### config.mk
export PLATFORM = sky130hd
export DESIGN_NAME = cpu_mc_ctrl_flat
export DESIGN_NICKNAME = d
export VERILOG_FILES = /design/src/rtl/cpu_pkg.sv /design/src/rtl/cpu_mc_ctrl_if.sv /design/src/rtl/cpu_mem_timeout.sv /design/src/rtl/cpu_mc_ctrl.sv /design/src/flat_wrapper.sv
export SDC_FILE = /design/constraint.sdc
export NUM_CORES = 1
export LEC_CHECK = 0
export BUFFER_PORTS_ARGS = -buffer_cell sky130_fd_sc_hd__buf_4
export CAP_MARGIN = 20
export CORE_UTILIZATION = 59
export CTS_BUF_LIST = sky130_fd_sc_hd__clkbuf_8
export DETAILED_ROUTE_END_ITERATION = 8
export GPL_TIMING_DRIVEN = 0
export PLACE_DENSITY = 0.88
export RECOVER_POWER = 100
export SETUP_SLACK_MARGIN = 0.5
export SYNTH_ARGS = -nofsm -noshare
export SYNTH_HDL_FRONTEND = slang
export SYNTH_SLANG_ARGS = --single-unit
export TNS_END_PERCENT = 5
### constraint.sdc
create_clock -name clk -period 5.6 [get_ports clk]
set_input_delay 0.56 -clock clk [delete_from_list [all_inputs] [get_ports clk]]
set_output_delay 0.56 -clock clk [all_outputs]
set_load 0.005 [all_outputs]
### src/rtl/cpu_pkg.sv
// Shared definitions for the multi-cycle CPU sequencing controller.
//   - opcode constants decoded by the controller
//   - state encoding (3-bit enum)
//   - is_legal / is_mem opcode decode helpers
package cpu_pkg;

    localparam logic [5:0] OP_NOP  = 6'b000000;
    localparam logic [5:0] OP_ALU  = 6'b000001;
    localparam logic [5:0] OP_ADDI = 6'b001000;
    localparam logic [5:0] OP_LW   = 6'b100011;
    localparam logic [5:0] OP_SW   = 6'b101011;
    localparam logic [5:0] OP_BEQZ = 6'b000100;
    localparam logic [5:0] OP_J    = 6'b000010;
    localparam logic [5:0] OP_HALT = 6'b111111;

    typedef enum logic [2:0] {
        ST_IDLE = 3'd0,
        ST_IF   = 3'd1,
        ST_ID   = 3'd2,
        ST_EX   = 3'd3,
        ST_MEM  = 3'd4,
        ST_WB   = 3'd5,
        ST_HALT = 3'd6,
        ST_ERR  = 3'd7
    } state_t;

    function automatic logic is_legal(input logic [5:0] op);
        case (op)
            OP_NOP, OP_ALU, OP_ADDI, OP_LW, OP_SW,
            OP_BEQZ, OP_J, OP_HALT: return 1'b1;
            default:                return 1'b0;
        endcase
    endfunction

    function automatic logic is_mem(input logic [5:0] op);
        return (op == OP_LW) || (op == OP_SW);
    endfunction

endpackage

### src/rtl/cpu_mc_ctrl_if.sv
// Handshake/control bundle between the sequencing controller and the datapath.
//   master : controller side (drives strobes, alu_op, status, instr_cnt)
//   slave  : datapath/environment side (drives run, opcode, ife, mem_ready)
interface cpu_mc_ctrl_if #(
    parameter int CNT_W = 32
);
    logic             run;
    logic [5:0]       opcode;
    logic             ife;
    logic             mem_ready;
    logic             ir_we;
    logic [5:0]       alu_op;
    logic             ex_en;
    logic             mem_req;
    logic             mem_we;
    logic             reg_we;
    logic             wb_sel;
    logic             pc_we;
    logic             pc_sel;
    logic             busy;
    logic             halted;
    logic             err;
    logic [CNT_W-1:0] instr_cnt;

    modport master (
        input  run, opcode, ife, mem_ready,
        output ir_we, alu_op, ex_en, mem_req, mem_we, reg_we, wb_sel,
               pc_we, pc_sel, busy, halted, err, instr_cnt
    );

    modport slave (
        output run, opcode, ife, mem_ready,
        input  ir_we, alu_op, ex_en, mem_req, mem_we, reg_we, wb_sel,
               pc_we, pc_sel, busy, halted, err, instr_cnt
    );
endinterface

### src/rtl/cpu_mem_timeout.sv
// Memory wait watchdog.
//   clk, rst : clock, async active-high reset
//   active   : controller is in a state holding mem_req (IF or MEM)
//   ready    : memory acknowledge
//   expire   : last allowed unacknowledged cycle reached with no ready
module cpu_mem_timeout #(
    parameter int TIMEOUT = 16
) (
    input  logic clk,
    input  logic rst,
    input  logic active,
    input  logic ready,
    output logic expire
);
    localparam int W = (TIMEOUT > 1) ? $clog2(TIMEOUT) : 1;

    logic [W-1:0] wait_cnt;

    // Any exit from the waiting state (ready, expiry or leaving IF/MEM) clears the count.
    always_ff @(posedge clk or posedge rst) begin
        if (rst) begin
            wait_cnt <= '0;
        end else if (!active || ready || expire) begin
            wait_cnt <= '0;
        end else begin
            wait_cnt <= wait_cnt + 1'b1;
        end
    end

    assign expire = active && !ready && (wait_cnt == W'(TIMEOUT - 1));

endmodule

### src/rtl/cpu_mc_ctrl.sv
// Multi-cycle sequencing controller: steps each instruction through
// IF/ID/EX/MEM/WB, drives stage enables, PC update, memory handshake and
// write-back, counts retired instructions, flags timeouts / illegal opcodes.
//   clk, rst : clock, async active-high reset
//   bus      : cpu_mc_ctrl_if master modport (run/opcode/ife/mem_ready in,
//              strobes, alu_op, status and instr_cnt out)
//
// state | meaning
// IDLE  | waiting for run
// IF    | fetch request, load IR on mem_ready
// ID    | latch opcode, decode
// EX    | ALU step; jumps/branches/NOP retire here
// MEM   | data memory access (LW/SW)
// WB    | register write-back, retire
// HALT  | stopped by HALT opcode until reset
// ERR   | memory timeout or illegal opcode until reset
module cpu_mc_ctrl
    import cpu_pkg::*;
#(
    parameter int TIMEOUT = 16,
    parameter int CNT_W   = 32
) (
    input  logic          clk,
    input  logic          rst,
    cpu_mc_ctrl_if.master bus
);
    state_t           state, state_nx;
    logic [5:0]       alu_op;
    logic [CNT_W-1:0] instr_cnt;
    logic             mem_active;
    logic             expire;
    logic             ir_we, ex_en, mem_req, mem_we, reg_we, wb_sel, pc_we, pc_sel;

    assign mem_active = (state == ST_IF) || (state == ST_MEM);

    cpu_mem_timeout #(.TIMEOUT(TIMEOUT)) u_timeout (
        .clk    (clk),
        .rst    (rst),
        .active (mem_active),
        .ready  (bus.mem_ready),
        .expire (expire)
    );

    always_ff @(posedge clk or posedge rst) begin
        if (rst) begin
            state     <= ST_IDLE;
            alu_op    <= '0;
            instr_cnt <= '0;
        end else begin
            state <= state_nx;
            if (state == ST_ID) begin
                alu_op <= bus.opcode;
            end
            if (pc_we) begin
                instr_cnt <= instr_cnt + 1'b1;
            end
        end
    end

    always_comb begin
        state_nx = state;
        ir_we    = 1'b0;
        ex_en    = 1'b0;
        mem_req  = 1'b0;
        mem_we   = 1'b0;
        reg_we   = 1'b0;
        wb_sel   = 1'b0;
        pc_we    = 1'b0;
        pc_sel   = 1'b0;
        case (state)
            ST_IDLE: begin
                if (bus.run) state_nx = ST_IF;
            end
            ST_IF: begin
                mem_req = 1'b1;
                if (bus.mem_ready) begin
                    ir_we    = 1'b1;
                    state_nx = ST_ID;
                end else if (expire) begin
                    state_nx = ST_ERR;
                end
            end
            ST_ID: begin
                // Decode straight from the bus; alu_op only holds it from EX onwards.
                if (bus.opcode == OP_HALT)      state_nx = ST_HALT;
                else if (!is_legal(bus.opcode)) state_nx = ST_ERR;
                else                            state_nx = ST_EX;
            end
            ST_EX: begin
                ex_en = 1'b1;
                case (alu_op)
                    OP_ALU, OP_ADDI: state_nx = ST_WB;
                    OP_LW, OP_SW:    state_nx = ST_MEM;
                    OP_NOP: begin
                        pc_we    = 1'b1;
                        state_nx = ST_IF;
                    end
                    OP_J: begin
                        pc_we    = 1'b1;
                        pc_sel   = 1'b1;
                        state_nx = ST_IF;
                    end
                    OP_BEQZ: begin
                        pc_we    = 1'b1;
                        pc_sel   = bus.ife;
                        state_nx = ST_IF;
                    end
                    default: state_nx = ST_ERR;
                endcase
            end
            ST_MEM: begin
                mem_req = 1'b1;
                mem_we  = (alu_op == OP_SW);
                if (bus.mem_ready) begin
                    if (alu_op == OP_SW) begin
                        pc_we    = 1'b1;
                        state_nx = ST_IF;
                    end else begin
                        state_nx = ST_WB;
                    end
                end else if (expire) begin
                    state_nx = ST_ERR;
                end
            end
            ST_WB: begin
                reg_we   = 1'b1;
                wb_sel   = (alu_op == OP_LW);
                pc_we    = 1'b1;
                state_nx = ST_IF;
            end
            ST_HALT: state_nx = ST_HALT;
            ST_ERR:  state_nx = ST_ERR;
            default: state_nx = ST_IDLE;
        endcase
    end

    assign bus.ir_we     = ir_we;
    assign bus.alu_op    = alu_op;
    assign bus.ex_en     = ex_en;
    assign bus.mem_req   = mem_req;
    assign bus.mem_we    = mem_we;
    assign bus.reg_we    = reg_we;
    assign bus.wb_sel    = wb_sel;
    assign bus.pc_we     = pc_we;
    assign bus.pc_sel    = pc_sel;
    assign bus.busy      = (state != ST_IDLE) && (state != ST_HALT) && (state != ST_ERR);
    assign bus.halted    = (state == ST_HALT);
    assign bus.err       = (state == ST_ERR);
    assign bus.instr_cnt = instr_cnt;

endmodule

### src/flat_wrapper.sv
// flat-port wrapper written by rule: the top's interface ports become plain ports
module cpu_mc_ctrl_flat import cpu_pkg::*;
#(
    parameter int TIMEOUT = 16,
    parameter int CNT_W   = 32
)
  (clk, rst, bus_run, bus_opcode, bus_ife, bus_mem_ready, bus_ir_we, bus_alu_op, bus_ex_en, bus_mem_req, bus_mem_we, bus_reg_we, bus_wb_sel, bus_pc_we, bus_pc_sel, bus_busy, bus_halted, bus_err, bus_instr_cnt);
  cpu_mc_ctrl_if #(.CNT_W(CNT_W)) bus_i ();
  input  logic clk;
  input  logic rst;
  input wire logic [$bits(bus_i.run)-1:0] bus_run;
  input wire logic [$bits(bus_i.opcode)-1:0] bus_opcode;
  input wire logic [$bits(bus_i.ife)-1:0] bus_ife;
  input wire logic [$bits(bus_i.mem_ready)-1:0] bus_mem_ready;
  output wire logic [$bits(bus_i.ir_we)-1:0] bus_ir_we;
  output wire logic [$bits(bus_i.alu_op)-1:0] bus_alu_op;
  output wire logic [$bits(bus_i.ex_en)-1:0] bus_ex_en;
  output wire logic [$bits(bus_i.mem_req)-1:0] bus_mem_req;
  output wire logic [$bits(bus_i.mem_we)-1:0] bus_mem_we;
  output wire logic [$bits(bus_i.reg_we)-1:0] bus_reg_we;
  output wire logic [$bits(bus_i.wb_sel)-1:0] bus_wb_sel;
  output wire logic [$bits(bus_i.pc_we)-1:0] bus_pc_we;
  output wire logic [$bits(bus_i.pc_sel)-1:0] bus_pc_sel;
  output wire logic [$bits(bus_i.busy)-1:0] bus_busy;
  output wire logic [$bits(bus_i.halted)-1:0] bus_halted;
  output wire logic [$bits(bus_i.err)-1:0] bus_err;
  output wire logic [$bits(bus_i.instr_cnt)-1:0] bus_instr_cnt;
  assign bus_i.run = bus_run;
  assign bus_i.opcode = bus_opcode;
  assign bus_i.ife = bus_ife;
  assign bus_i.mem_ready = bus_mem_ready;
  assign bus_ir_we = bus_i.ir_we;
  assign bus_alu_op = bus_i.alu_op;
  assign bus_ex_en = bus_i.ex_en;
  assign bus_mem_req = bus_i.mem_req;
  assign bus_mem_we = bus_i.mem_we;
  assign bus_reg_we = bus_i.reg_we;
  assign bus_wb_sel = bus_i.wb_sel;
  assign bus_pc_we = bus_i.pc_we;
  assign bus_pc_sel = bus_i.pc_sel;
  assign bus_busy = bus_i.busy;
  assign bus_halted = bus_i.halted;
  assign bus_err = bus_i.err;
  assign bus_instr_cnt = bus_i.instr_cnt;
  cpu_mc_ctrl #(.TIMEOUT(TIMEOUT), .CNT_W(CNT_W)) u_core (.clk(clk), .rst(rst), .bus(bus_i));
endmodule
==> results of run 1 <==
power groups by stage:
stage	combinational [mW]	sequential (mW)	clock, mW
final	0.0169	0.325	0.251
after global placement	0.0166	0.331	0
after CTS	0.0189	0.325	0.254
after global routing	0.0192	0.325	0.270
after floorplan	0.00715	0.331	0
after detailed placement	0.0189	0.331	0
worst max path at each step:
stage	slack, ps	endpoint	cells after the start
floorplan	3530	bus_pc_we	4
global placement	3340	bus_pc_we	5
detailed placement	3350	bus_pc_we	5
CTS	2990	bus_pc_we	5
global route	2610	u_core.bus.instr_cnt[2]	3
finish	2780	bus_pc_we	5
cell usage after synthesis (5+ instances only):
| cell type | number |
|---|---|
| nand3_1 | 16 |
| xor2_1 | 12 |
| and3_1 | 6 |
| dfrtp_1 | 45 |
| nor3_1 | 8 |
| nor3b_1 | 5 |
| xnor2_1 | 21 |
| nor2_1 | 21 |
| mux2_2 | 7 |
| nand4_1 | 9 |
| inv_1 | 8 |
| nand2_1 | 17 |
| a21oi_1 | 6 |
layout make-up:
class,instances,area (µm²)
plain buffers,4,25.0
inverters,8,30.0
multi-input cells,176,1180
repair buffers,60,447
well taps,48,60.1
clock inverters,2,33.8
clock buffers,6,82.6
flip-flops and latches,45,1130
fillers,281,813
state kept, by name, indices dropped and copies added (netlist names):
signal                     count
u_core.bus.instr_cnt          32
u_core.u_timeout.wait_cnt      4
u_core.state                   3
u_core.bus.alu_op              6
logic make-up (layout without fill, tap and decap cells):
logic type               after synthesis  after routing  synth area share, %
adder cells (fa/ha/maj)                3              3                 1.44
flip-flops                            45             45                 46.2
AO/OA/AOI/OAI                         27             27                 10.2
XOR/XNOR                              33             33                 11.9
AND/OR/NAND/NOR                      105            105                 24.1
buffers and inverters                 12             80                 2.57
multiplexers                           8              8                 3.64
critical path, delay by kind of cell, from the launching register on:
kind / cells / cell delay, ps
compound gates: 2 / 670
simple gates: 1 / 580
flops: 1 / 480
buf+inv: 2 / 220
layer usage:
layer / vias to the layer above / wire length [µm]
met5: - / 0
li1: 971 / -
met1: 1023 / 2510
met2: 55 / 2740
met3: 4 / 243
met4: 0 / 48
through the flow:
step | util [%] | std cells | hold WS [ps] | power (mW)
6_report | 78.6 | 349 | 111 | 0.593
5_1_grt | 78.6 | 349 | 106 | 0.614
4_1_cts | 81.0 | 349 | 105 | 0.598
3_5_place_dp | 77.9 | 341 | 434 | 0.350
3_3_place_gp | 77.4 | 340 | 443 | 0.348
2_1_floorplan | - | 233 | 430 | 0.338
==> impl_metrics.ini, run 1 <==
[layout]
layout_commonest_cell = clkbuf_4
syn_to_final_growth_pct = 22.5
final_cell_mix = 46 x clkbuf_4, 45 x dfrtp_1, 21 x nor2_1, 21 x xnor2_1, 17 x nand2_1
drive_gt1_share_pct = 27.6
antenna_cells = 0
final_area_mm2 = 0.00299
fin_nets = 313

[setup_path]
start_kind = flop
cpPeakStageDelay_ps = 580
timing.critical_path.cells = or4_1 -> o31ai_1 -> a21oi_1 -> inv_1 -> clkbuf_4
reg2reg_from = u_core.bus.alu_op[0]
timing.rr.end = u_core.bus.instr_cnt[29]
crit_type = reg -> out
reg2reg_setup_slack_ps = 3130
crit_fanout = 8
cp.required_ps = 5040
crit_slowest_cell = or4_1
arrival_ps = 2260
r2r_cells = 5
worst_setup_path_end_kind = output pin
crit_path_start = u_core.bus.alu_op[0]

[pwr]
power.leakage_nw = 1.44
pwr-share-comb_pct = 2.8
intPower_uw = 474
p_clk_share_pct = 42.4
power.density_mw_per_mm2 = 198
pwr-share-seq_pct = 54.8
switching_share_pct = 20.0
ir_worst_vdd_mv = 0.173
p_sw_uw = 118

[yosys]
yosysSeqAreaShare_pct = 46.2
synthTopCellsByArea = dfrtp_1 46%, xnor2_1 7.5%, xor2_1 4.3%
synth_area_per_cell_um2 = 10.5
syn_area_mm2 = 0.00244
ys_warn_count = 0
synth_largest_area_cell = dfrtp_1
synth_cell_type_count = 52
netlist_instances = 233
synth_top_cell_area_share_pct = 46.2
mappedNetlistNets = 246
synth-edff-count = 0
synth_ff_type = dfrtp_1
ys_ff_latch = 45
synth-async-reset-ratio_pct = 100

[die]
io_pins = 60
rows = 22
die_height_um = 66.3
die_area_mm2 = 0.00439
start_util_pct = 64.2
die_w_um = 66.3
coreArea_mm2 = 0.00380

[global_routing]
use_met3_pct = 7.24
grt.overflow.total = 0
busiest_layer = met2
grt_max_degree = 44
grt_use_met1_pct = 38.6
grtUsageTotal_pct = 28.7
antenna_found_initial = 0
grt_pass1_wl_um = 9250
first_global_vias = 1934
met2_usage_pct = 45.2

[clock_tree]
hold_buffers = 0
insertion_delay_ps = 300
cts_resized = 0
numCtsBuffers = 5
clock-sinks = 45
cts_max_level = 2
clk_pin_slew_worst_paths_ps = 80
cts_root_buf = clkbuf_8
cts_tree = done
clockBufferDepth = 2
cts_setup_buffers = 0

[outcome]
outcome = finished, violations left
failed_checks = max-capacitance violations, max-slew violations

[drt]
routedWlPerCell_um = 15.9
vias = 2053
drt_first_pass_iters = 4
route.detailed.drc = 0
ant_nets = 0
drt-initial-drc-count = 129
viasPerCell = 5.88
wl_um = 5550

[sta]
min_period_ps = 2820
setup_violations = 0
fin_tns_setup_ps = 0
tightestPinTransition_ps = 2230
max-slew-margin-rel_pct = -48.9
skew_ps = 3.58
hold_viol = 0
drv_slew = 44
fmax_mhz = 355
rsz0062_at_grt = no
layout_setup_ws_ps = 2780
min_period_over_period_pct = 50.3

[placed_design]
routabilityCongestion = 0.865
placed_area_mm2 = 0.00296
dp_slack_ps = 3350
io_buffer_count = 59
dpl.hpwl_um = 4100

[flow_run]
drv_cap = 1

[min_path]
worst_hold_path_type = in -> async
Power figures use the tool's default switching activity.
==> run 2, diff against run 1 <==
Settings changed: CORE_UTILIZATION 59 to 55, PLACE_DENSITY 0.88 to 0.83.
Clock period 5.6 ns to 2.64 ns, I/O delays scaled along.
==> impl_metrics.ini, run 2 (synthesis gave the netlist of run 1 again) <==
[drt]
route.detailed.drc = 0
drt-initial-drc-count = 132
viasPerCell = 5.68
wl_um = 5370
routedWlPerCell_um = 15.0
ant_nets = 0
vias = 2033
drt_first_pass_iters = 4

[sta]
rsz0062_at_grt = yes
min_period_ps = 2310
layout_setup_ws_ps = 332
fmax_mhz = 433
min_period_over_period_pct = 87.4
setup_violations = 0
hold_viol = 0
fin_tns_setup_ps = 0
max-slew-margin-rel_pct = 31.0
drv_slew = 0
skew_ps = 5.85
tightestPinTransition_ps = 1040

[placed_design]
dp_slack_ps = 429
dpl.hpwl_um = 3770
io_buffer_count = 59
routabilityCongestion = 0.808

[min_path]
worst_hold_path_type = in -> reg
holdPathEnd = u_core.u_timeout.wait_cnt[2]
worstHoldStart = bus_mem_ready
whs_path_depth = 2

[clock_tree]
clockBufferDepth = 2
insertion_delay_ps = 290
numCtsBuffers = 5
clk_pin_slew_worst_paths_ps = 80
cts_max_level = 2
clock-sinks = 45
cts_tree = done
cts_root_buf = clkbuf_8

[layout]
nFillCells = 305
antenna_cells = 0
multiInputGateArea_mm2 = 0.00123
drive_gt1_share_pct = 28.9
fin_nets = 320
syn_to_final_growth_pct = 26.4
largest-register = u_core.bus.instr_cnt
final_cell_mix = 44 x dfrtp_1, 41 x clkbuf_4, 21 x nor2_1, 21 x xnor2_1, 17 x nand2_1
layout_commonest_cell = dfrtp_1
largestRegisters = u_core.bus.instr_cnt (32), u_core.bus.alu_op (6), u_core.u_timeout.wait_cnt (4)
regArea_mm2 = 0.00113
largest_reg_flops = 32

[setup_path]
timing.critical_path.cells = or4_1 -> o31ai_4 -> a21oi_1 -> buf_4 -> nor4b_1 -> xor2_1
arrival_ps = 2530
worst_setup_path_end_kind = flop
crit_fanout = 6
reg2reg_from = u_core.bus.alu_op[0]
reg2reg_setup_slack_ps = 330
crit_type = reg -> reg
r2r_cells = 6
crit_family = simple AND/OR/NAND/NOR gates
crit_slowest_cell = or4_1
cp.required_ps = 2860
timing.rr.end = u_core.bus.instr_cnt[16]
start_kind = flop
crit_buf_inv = 1
cpPeakStageDelay_ps = 590

[pwr]
power.leakage_nw = 1.46
ir_worst_vdd_mv = 0.217
power.density_mw_per_mm2 = 407

[die]
die_area_mm2 = 0.00470
coreArea_mm2 = 0.00412
io_pins = 60
die_w_um = 68.6
die_height_um = 68.6
rows = 23
start_util_pct = 59.2

[outcome]
outcome = complete, no violations

[global_routing]
first_global_vias = 1871
antenna_found_initial = 0
grtUsageTotal_pct = 24.6
grt_pass1_wl_um = 8490
grt_max_degree = 44
grt.overflow.total = 0

[flow_run]
drv_cap = 0
[run 2: cell types whose count changed in the layout (fill, tap and decap cells not counted), sizes merged]
cell,previous run,this run
clkbuf,57,58
buf,13,18
dlygate4sd3,0,1
[run 2: how the worst max path moves through the flow]
stage,startpoint,end,slack [ps],depth (start not counted)
3_5_place_dp,u_core.bus.alu_op[3],u_core.bus.instr_cnt[22],430,5
5_1_grt,u_core.bus.alu_op[0],u_core.bus.instr_cnt[16],240,6
6_report,u_core.bus.alu_op[0],u_core.bus.instr_cnt[16],330,6
2_1_floorplan,u_core.bus.alu_op[0],u_core.bus.instr_cnt[22],670,5
3_3_place_gp,u_core.bus.alu_op[3],u_core.bus.instr_cnt[22],470,5
4_1_cts,u_core.bus.alu_op[0],bus_pc_we,440,5
[run 2: area by class of cell]
cell class	instances	area share, %
Clock buffer	6	2.68
Inverter	8	0.975
Multi-Input combinational cell	176	40.0
Timing Repair Buffer	67	15.6
Tap cell	50	2.03
Buffer	4	1.06
Sequential cell	45	36.6
Clock inverter	2	1.10
[run 2: per-layer routing]
| metal | GRT usage [%] | vias to the layer above | share of wire [%] |
|---|---|---|---|
| met5 | 0 | - | 0 |
| met4 | 11.2 | 0 | 1.3 |
| met3 | 5.10 | 8 | 5.0 |
| met2 | 39.2 | 61 | 48 |
| met1 | 31.8 | 978 | 46 |
| li1 | - | 986 | - |
[run 2: repair_timing]
item / 4_1_cts / 5_1_grt
pin swaps: 1 / 3
endpoints found under the setup margin: 9 / 15
setup buffers: 1 / 5
hold endpoints to repair: 2 / 0
resized for setup: 4 / 3
hold buffers: 1 / 0
[run 2: power breakdown]
group          switching, mW  total [mW]  internal, mW
clock                  0.224       0.529         0.305
combinational         0.0233      0.0373        0.0140
sequential                 0       0.688         0.688
[run 2: metrics by stage]
step	cells	area (µm²)	power [mW]	hold WS, ps	utilization [%]
3_3_place_gp	342	2940	0.738	450	71.5
5_1_grt	358	3080	1.31	181	74.9
3_5_place_dp	343	2960	0.743	143	72.0
2_1_floorplan	233	2440	0.718	334	-
6_report	358	3080	1.25	188	74.9
4_1_cts	353	3110	1.27	180	75.6
==> run 3, diff against run 2 <==
Settings changed: ABC_AREA set to 1, CORE_UTILIZATION 55 to 58, PLACE_DENSITY 0.83 to 0.84.
==> impl_metrics.ini, run 3 <==
[sta]
tightestPinTransition_ps = 767
fin_tns_setup_ps = 0
min_period_over_period_pct = 84.8
setup_violations = 0
hold_viol = 0
min_period_ps = 2240
fmax_mhz = 447
skew_ps = 8.92
rsz0062_at_grt = yes
max-slew-margin-rel_pct = 48.8
drv_slew = 0
fin_hold_ws_ps = 172

[die]
io_pins = 60
start_util_pct = 60.2
die_area_mm2 = 0.00560
die_height_um = 74.8
rows = 26
die_w_um = 74.8
coreArea_mm2 = 0.00511

[layout]
fin_nets = 564
layout_commonest_cell = nand2_1
nFillCells = 463
final_cell_mix = 192 x nand2_1, 78 x nor2_1, 48 x inv_1
largestRegisters = u_core.bus.instr_cnt (32), u_core.bus.alu_op (6), u_core.u_timeout.wait_cnt (4)
largest_reg_flops = 32
final_area_mm2 = 0.00374
drive_gt1_share_pct = 14.3
antenna_cells = 0
syn_to_final_growth_pct = 21.4
largest-register = u_core.bus.instr_cnt

[global_routing]
antenna_found_initial = 0
grt_use_met1_pct = 37.4
met2_usage_pct = 54.0
use_met3_pct = 5.76
grt.overflow.total = 0
grt_max_degree = 27
grt_pass1_wl_um = 13000
first_global_vias = 2934
busiest_layer = met2
grtUsageTotal_pct = 30.9

[clock_tree]
numCtsBuffers = 5
clockBufferDepth = 2
cts_tree = done
insertion_delay_ps = 310
clock-sinks = 45
clk_pin_slew_worst_paths_ps = 90
cts_max_level = 2
cts_root_buf = clkbuf_8

[setup_path]
cp.required_ps = 2380
crit_buf_inv = 4
start_kind = flop
crit_slowest_cell = dfrtp_1
crit_type = reg -> out
cpPeakStageDelay_ps = 440
crit_family = buffers and inverters
timing.critical_path.cells = inv_1 -> nand2_1 -> nor2_1 -> inv_2 -> clkbuf_1 -> nor3_2 -> buf_4
crit_fanout = 10
worst_setup_path_end_kind = output pin
arrival_ps = 1980

[pwr]
intPower_mw = 1.08
p_clk_share_pct = 46.0
p_sw_uw = 282
ir_worst_vdd_mv = 0.440
switching_share_pct = 20.7
power.density_mw_per_mm2 = 365
pwr-share-comb_pct = 3.4
power.leakage_nw = 1.80
pwr-share-seq_pct = 50.6

[yosys]
synth_top_cell_area_share_pct = 36.6
ys_ff_latch = 45
synthTopCellsByArea = dfrtp_1 37%, nand2_1 23%, nor2_1 9.6%
netlist_instances = 480
synth-async-reset-ratio_pct = 100
synth_ff_type = dfrtp_1
syn_area_mm2 = 0.00308
synth_cell_type_count = 24
mappedNetlistNets = 493
ys_warn_count = 0
synth_area_per_cell_um2 = 6.41
synth_largest_area_cell = dfrtp_1
synth_most_common_cell = nand2_1
yosysSeqAreaShare_pct = 36.6
synth.top_cells.by_count = 192 x nand2_1, 79 x nor2_1, 47 x inv_1, 45 x dfrtp_1, 28 x nand4_1
synth-edff-count = 0

[min_path]
worst_hold_path_type = in -> reg

[flow_run]
drv_cap = 0

[placed_design]
routabilityCongestion = 0.927
dpl.hpwl_um = 6330
placed_area_mm2 = 0.00363
io_buffer_count = 59

[drt]
ant_nets = 0
route.detailed.drc = 0
drt-initial-drc-count = 204
drt_first_pass_iters = 4
wl_um = 8220
routedWlPerCell_um = 13.2
vias = 3295
viasPerCell = 5.30

[outcome]
outcome = complete, no violations
[run 3: stage by stage]
stage | std cells | total power, mW | util [%] | worst slack (ps)
CTS | 619 | 1.38 | 73.9 | 534
detailed placement | 610 | 0.754 | 71.0 | 787
finish | 622 | 1.37 | 73.2 | 400
global placement | 609 | 0.748 | 70.6 | 685
floorplan | 480 | 0.726 | - | 1150
global route | 622 | 1.41 | 73.2 | 270
[run 3: worst paths after layout]
check                                             startpoint                            to  slack (ps)  cells after the start
worst max-delay path                         u_core.state[1]                    bus_wb_sel         400                      7
worst min-delay path                           bus_opcode[1]          u_core.bus.alu_op[1]         170                      3
worst max register to register               u_core.state[1]       u_core.bus.instr_cnt[4]         690                      7
worst min register to register  u_core.u_timeout.wait_cnt[0]  u_core.u_timeout.wait_cnt[0]         480                      1
max in group asynchronous                                rst       u_core.bus.instr_cnt[4]         840                      4
min in group asynchronous                                rst      u_core.bus.instr_cnt[14]         640                      3
[run 3: power by group through the flow]
stage          registers, mW  clock network, mW  logic (mW)
2_1_floorplan          0.704                  0      0.0214
3_3_place_gp           0.705                  0      0.0435
3_5_place_dp           0.705                  0      0.0494
4_1_cts                0.691              0.637      0.0506
5_1_grt                0.691              0.663      0.0528
6_report               0.691              0.629      0.0459
[run 3: worst register-to-register path, delay by kind of cell, from the launching register on]
family / cells / cell delay (ps)
and+or+nand+nor: 3 / 480
DFF: 1 / 440
AOI/OAI and AO/OA: 1 / 170
buffers and inverters: 3 / 740
[run 3: kinds of logic (layout without fill, tap and decap cells)]
group	count (synthesis)	count (layout)	share of synthesized area [%]
fa+ha+maj	2	2	0.813
flops	45	45	36.6
xor+xnor	17	17	4.84
simple gates	339	339	46.4
compound gates	16	16	2.68
buf+inv	61	133	8.62
[run 3: timing repair]
item / in CTS / in global routing
setup buffers: 0 / 3
hold buffers: 1 / 0
pin swaps: 0 / 1
endpoints found under the setup margin: 1 / 2
gates resized for setup: 1 / 3
endpoints found under the hold margin: 19 / 0
gates cloned: 0 / 0
[run 3: final cells by class]
type                    count  area [µm²]  area share, %
clock inverters             3        65.1           1.74
inverters                  50         188           5.02
repair buffers             64         473           12.7
flip-flops and latches     45        1130           30.1
well taps                  70        87.6           2.34
plain buffers              11        52.6           1.41
clock buffers               5        68.8           1.84
multi-input cells         374        1680           44.8
[run 3: routing by layer]
layer / wire (µm) / part of all wire (%)
met3: 426 / 5.2
met4: 197 / 2.4
met2: 3990 / 48
met5: 0 / 0
met1: 3610 / 44
